### config.mk
export PLATFORM = sky130hd
export DESIGN_NAME = freq_meter
export DESIGN_NICKNAME = d
export VERILOG_FILES = /design/src/rtl/freq_meter_pkg.sv /design/src/rtl/sync_edge_det.sv /design/src/rtl/freq_meter.sv
export SDC_FILE = /design/constraint.sdc
export NUM_CORES = 1
export LEC_CHECK = 0
export ABC_AREA = 1
export CAP_MARGIN = 30
export CORE_UTILIZATION = 60
export DETAILED_ROUTE_END_ITERATION = 7
export PLACE_DENSITY = 0.85
export RECOVER_POWER = 50
export SLEW_MARGIN = 20
export SYNTH_ARGS = -nofsm -noshare
export SYNTH_HDL_FRONTEND = slang
export SYNTH_SLANG_ARGS = --single-unit
### constraint.sdc
create_clock -name i_clk -period 6.16 [get_ports i_clk]
set_clock_uncertainty 0.2 [all_clocks]
set_input_delay 1.232 -clock i_clk [delete_from_list [all_inputs] [get_ports i_clk]]
set_output_delay 1.232 -clock i_clk [all_outputs]
set_load 0.03 [all_outputs]
### src/rtl/freq_meter_pkg.sv
// Shared clock-design definitions: gate-window FSM encoding and the system clock rate.
package freq_meter_pkg;

    localparam int unsigned CLK_HZ = 50_000_000;

    typedef enum logic [1:0] {
        ST_IDLE  = 2'd0,
        ST_GATE  = 2'd1,
        ST_LATCH = 2'd2
    } fm_state_t;

endpackage

### src/rtl/sync_edge_det.sv
// Two-flop synchronizer for an asynchronous level, followed by a one-cycle rising-edge pulse.
module sync_edge_det (
    input  logic i_clk,
    input  logic i_rst_n,
    input  logic i_d,
    output logic o_rise
);

    logic r_s1;
    logic r_s2;
    logic r_s3;

    always_ff @(posedge i_clk or negedge i_rst_n) begin
        if (!i_rst_n) begin
            r_s1 <= 1'b0;
            r_s2 <= 1'b0;
            r_s3 <= 1'b0;
        end else begin
            r_s1 <= i_d;
            r_s2 <= r_s1;
            r_s3 <= r_s2;
        end
    end

    // r_s3 only delays the already-synchronized level, so the pulse is clean.
    assign o_rise = r_s2 & ~r_s3;

endmodule

### src/rtl/freq_meter.sv
// Counts rising edges of an asynchronous input over a fixed window of clk cycles
// and publishes the count once per window.
module freq_meter
    import freq_meter_pkg::*;
#(
    parameter int unsigned GATE_CYCLES = CLK_HZ,
    parameter int unsigned CNT_W       = 27
) (
    input  logic             i_clk,
    input  logic             i_rst_n,
    input  logic             i_en,
    input  logic             i_sig_in,
    output logic [CNT_W-1:0] o_freq,
    output logic             o_valid,
    output logic             o_ovf,
    output logic             o_busy
);

    localparam int unsigned GATE_W = $clog2(GATE_CYCLES);
    localparam logic [GATE_W-1:0] GATE_LAST = GATE_W'(GATE_CYCLES - 1);

    // Returns {saturated, next value}; the count sticks at all-ones once full.
    function automatic logic [CNT_W:0] sat_inc(input logic [CNT_W-1:0] v);
        if (&v) begin
            return {1'b1, v};
        end
        return {1'b0, v + CNT_W'(1)};
    endfunction

    fm_state_t         r_state;
    logic [GATE_W-1:0] r_gate_cnt;
    logic [CNT_W-1:0]  r_edge_cnt;
    logic              r_sat;
    logic [CNT_W-1:0]  r_freq;
    logic              r_valid;
    logic              r_ovf;
    logic              r_busy;

    logic              w_rise;
    logic [CNT_W:0]    w_inc;

    sync_edge_det u_sync (
        .i_clk   (i_clk),
        .i_rst_n (i_rst_n),
        .i_d     (i_sig_in),
        .o_rise  (w_rise)
    );

    assign w_inc = sat_inc(r_edge_cnt);

    always_ff @(posedge i_clk or negedge i_rst_n) begin
        if (!i_rst_n) begin
            r_state    <= ST_IDLE;
            r_gate_cnt <= '0;
            r_edge_cnt <= '0;
            r_sat      <= 1'b0;
            r_freq     <= '0;
            r_valid    <= 1'b0;
            r_ovf      <= 1'b0;
            r_busy     <= 1'b0;
        end else begin
            r_valid <= 1'b0;
            case (r_state)
                ST_IDLE: begin
                    r_gate_cnt <= '0;
                    r_edge_cnt <= '0;
                    r_sat      <= 1'b0;
                    if (i_en) begin
                        r_state <= ST_GATE;
                        r_busy  <= 1'b1;
                    end else begin
                        r_busy  <= 1'b0;
                    end
                end

                ST_GATE: begin
                    if (!i_en) begin
                        // Abort: discard the partial window, keep the last published result.
                        r_state    <= ST_IDLE;
                        r_busy     <= 1'b0;
                        r_gate_cnt <= '0;
                        r_edge_cnt <= '0;
                        r_sat      <= 1'b0;
                    end else begin
                        if (w_rise) begin
                            r_edge_cnt <= w_inc[CNT_W-1:0];
                            if (w_inc[CNT_W]) begin
                                r_sat <= 1'b1;
                            end
                        end
                        if (r_gate_cnt == GATE_LAST) begin
                            r_state <= ST_LATCH;
                            r_busy  <= 1'b0;
                        end else begin
                            r_gate_cnt <= r_gate_cnt + GATE_W'(1);
                        end
                    end
                end

                ST_LATCH: begin
                    // Edges seen in this cycle are intentionally dropped.
                    r_freq     <= r_edge_cnt;
                    r_ovf      <= r_sat;
                    r_valid    <= 1'b1;
                    r_gate_cnt <= '0;
                    r_edge_cnt <= '0;
                    r_sat      <= 1'b0;
                    if (i_en) begin
                        r_state <= ST_GATE;
                        r_busy  <= 1'b1;
                    end else begin
                        r_state <= ST_IDLE;
                        r_busy  <= 1'b0;
                    end
                end

                default: begin
                    r_state <= ST_IDLE;
                    r_busy  <= 1'b0;
                end
            endcase
        end
    end

    assign o_freq  = r_freq;
    assign o_valid = r_valid;
    assign o_ovf   = r_ovf;
    assign o_busy  = r_busy;

endmodule
==> results.txt <==
The remaining routing DRC violations came out at 0. The internal power component is 0.912 mW. The critical path required time came out at 6.26 ns. The die is approximately 94 µm wide. The I/O pin count is 34.

The leakage component of the power came out at 2.60 nW. The total of endpoints with negative setup slack in the final report came out at 0. The cell that appears most often on the critical path is sky130_fd_sc_hd__nand2_1. Among all stages on the critical path, the largest delay is contributed by sky130_fd_sc_hd__clkdlybuf4s50_1. The repair_antennas step left the layout with diodes totalling 0. The power per cell area came out at 207 nW/µm². The number of buffer cells added on primary ports came out at 33. The number of hold-slack violations in the final timing report came out at 0. The ratio of final minimum period to clock period came out at 61.2%. The register clock-pin slew on the reported worst setup and hold paths is around 0.090 ns. The tree is rooted in a sky130_fd_sc_hd__clkbuf_8. Routability-driven placement finished with a final weighted congestion of 0.972. Summed over all failing endpoints, the final setup total negative slack is 0 ns. The highest clock rate is 265 MHz.

Max-cap violations in this run came to 2. The floorplan step defined a core boundary enclosing 8180 µm². In the synthesized netlist the dominant register cell turns out to be sky130_fd_sc_hd__dfrtp_1. The delay of the slowest cell on the worst path is 0.87 ns. The arrival time reported for the critical path endpoint came out at slightly below 4 ns. For this run, the total global-route usage over all layers was measured as a little under a third. The initial antenna violation count came out at 0.

STA classifies the critical path startpoint as an input pin. The wire length of the first global-routing pass came out at 20600 µm. The remaining antenna violation count after routing is 0.

Along the worst path, the maximum fanout reaches 20. Ranked by instance count, the synthesized netlist is headed by 232 x sky130_fd_sc_hd__nand2_1, 93 x sky130_fd_sc_hd__nor2_1, 89 x sky130_fd_sc_hd__dfrtp_1. The number of sinks driven by the clock tree came out at 89. The total count of max-transition violations in the final report came to 98. The checks that failed: max-capacitance violations, max-slew violations. The clock network power share is 44.0%. Entering global routing, the biggest net connects 53 pins. The synthesized area per cell came out at between 7 and 8 µm². The number of global-route vias before repair came out at 4566. The min-delay analysis places its worst path in the category register to register. From synthesis to final layout, the design area changed by 12.6%. The proportion of register bits with asynchronous set or reset after synthesis is 100%. The utilization after layout came out at between 60% and 70%. After global routing the overflow that remains totals 0.

Measured against its own limit, the worst slew margin works out to -59.5%. The average wire per cell in the routed design is 14.3 µm. When the netlist entered floorplanning its net count stood at 715.

The die height is 93.9 µm. The number of clock buffers inserted by TritonCTS is 9. The clock tree buffer depth is 2.

Grouping stages by cell kind, the critical path spends the most delay in simple AND/OR/NAND/NOR gates. The final routed wirelength across all metal layers came out at 12200 µm. Yosys mapped a number of flops with a built-in enable equal to 0. The later pin in the worst-skew pair is clocked with a latency of 0.37 ns. The peak supply drop came out at 0.113 mV.

STA classifies the critical path endpoint as a register. The synthesized design spends more area on one cell type than any other, namely sky130_fd_sc_hd__dfrtp_1. Setup repair after global routing left no endpoint under its margin. Sequential cells were found to cover 43.9% of the synthesized design area. The initial standard-cell utilization of the core came out at 62.0%.

Yosys mapped the design onto 37 distinct sky130hd cell types. In this run the core area contains 33 standard-cell rows. The count of warnings emitted by yosys came out at 0. Yosys instantiated no cell more often than sky130_fd_sc_hd__nand2_1.

The first routing iteration left 409 violations. The post-synthesis cell count came out at 709. The detailed-router iteration count before antenna repair is 5. The routed layout has 4761 vias. The clock tree from TritonCTS is done. The proportion of power drawn by flip-flops and latches is 50.5%. The power dissipated by switching net loads came out at 0.270 mW. The switching power share of the total is 22.9%.

The setup path with the least slack is of type input pin to register. The die covers 8820 µm². The slack of the worst reg-to-reg path came out at ~3.3 ns. The quantity of gates resized following cts came out at 0. The number of vias per cell after detailed routing came out at around 5.6. The synthesis-stage register bit count came out at 89. The mapped netlist covers 5070 µm². The minimum clock period after layout came out at 3.77 ns. Walking the worst path, the cells encountered are clkdlybuf4s50_1, nand2_1, nand2_1, nand2_2, inv_1, nor2_1, nand2_1, o21ai_2. The slew at the pin closest to its max-slew limit came out at around 2.4 ns. Hold repair after CTS inserted 0 buffers. The number of setup buffers added after CTS is 0.

After synthesis, the cell types taking the most area are sky130_fd_sc_hd__dfrtp_1 44%, sky130_fd_sc_hd__nand2_1 17%, sky130_fd_sc_hd__nor2_1 6.9%. The count of H-tree levels built during CTS is 3. The fraction of synthesized cell area taken by the top area cell type came out at a little over two fifths.

The combinational share of power came out at 5.6%. The worst path buffer plus inverter count came out at 2. The number of nets in the finished design came out at 745. Detailed placement ended at an HPWL of ~8500 µm. In the final layout, the share of cells above drive strength 1 is about 6.2%. The flow ran to the end, but the final reports show violations.
[path summary, 6_finish.rpt]
kind / from / depth (start not counted) / end
worst max-delay path: i_en / 8 / r_edge_cnt[16]$_DFFE_PN0P_
worst min-delay path: u_sync.r_s1$_DFF_PN0_ / 0 / u_sync.r_s2$_DFF_PN0_
worst max register to register: r_state[0]$_DFFE_PN0P_ / 4 / o_freq[26]$_DFFE_PN0P_
worst min register to register: u_sync.r_s1$_DFF_PN0_ / 0 / u_sync.r_s2$_DFF_PN0_
max in group asynchronous: i_rst_n / 2 / r_edge_cnt[5]$_DFFE_PN0P_
min in group asynchronous: i_rst_n / 1 / o_freq[20]$_DFFE_PN0P_
[per-stage QoR]
step | power, mW | cells | hold slack (ns) | instance area, µm² | worst slack, ns
after floorplan | 0.647 | 709 | 0.131 | 5070 | 3.75
after global placement | 0.669 | 832 | 0.135 | 5440 | 2.16
after detailed placement | 0.675 | 833 | 0.135 | 5460 | 2.08
after CTS | 1.19 | 848 | 0.155 | 5710 | 2.49
after global routing | 1.22 | 848 | 0.183 | 5710 | 2.15
final | 1.18 | 848 | 0.154 | 5710 | 2.39
[power groups by stage]
stage               logic (mW)  clock network (mW)  registers (mW)
floorplan               0.0406                   0           0.606
global placement        0.0551                   0           0.614
detailed placement      0.0667                   0           0.608
CTS                     0.0669               0.526           0.597
global route            0.0733               0.549           0.598
finish                  0.0660               0.520           0.597
[cells by family (layout without fill, tap and decap cells)]
kind of cell / after synthesis / after routing / synth area share, %
AND/OR/NAND/NOR: 434 / 434 / 37.7
XOR/XNOR: 13 / 13 / 2.25
buffers and inverters: 104 / 138 / 8.47
AO/OA/AOI/OAI: 67 / 67 / 7.16
adder cells (fa/ha/maj): 2 / 2 / 0.494
flip-flops: 89 / 89 / 43.9
[area by class of cell]
class,instances,area [µm²]
fill,668,2470
timing repair buffer,36,350
clock buffer,10,128
sequential,89,2230
clock inverter,5,129
tap,105,131
inverter,87,329
multi-input combinational,516,2410
[metal layers]
metal	part of all wire [%]	vias to the layer above	wire [µm]	track usage, %
met5	0	-	0	0
met4	3.2	0	387	16.0
met3	5.9	36	712	4.61
met2	50	196	6030	51.9
met1	41	2236	5020	36.4
li1	-	2293	-	-
[cells in the final DEF, fill, tap and decap left out, drive strengths merged, types with 4 or more instances in the layout]
master	instances
dfrtp	89
nor2	99
bufinv	4
xor2	12
clkbuf	12
nand4	26
inv	86
clkdlybuf4s50	31
o21ai	62
nor3	4
nand3	59
nand2	240
[flip-flops by register name (all words and copies together) (netlist names)]
name / count
u_sync.r_s2: 1
o_valid: 1
u_sync.r_s3: 1
r_state: 2
o_busy: 1
o_ovf: 1
r_sat: 1
r_edge_cnt: 27
u_sync.r_s1: 1
r_gate_cnt: 26
o_freq: 27
(Power assumes the default switching activity.)
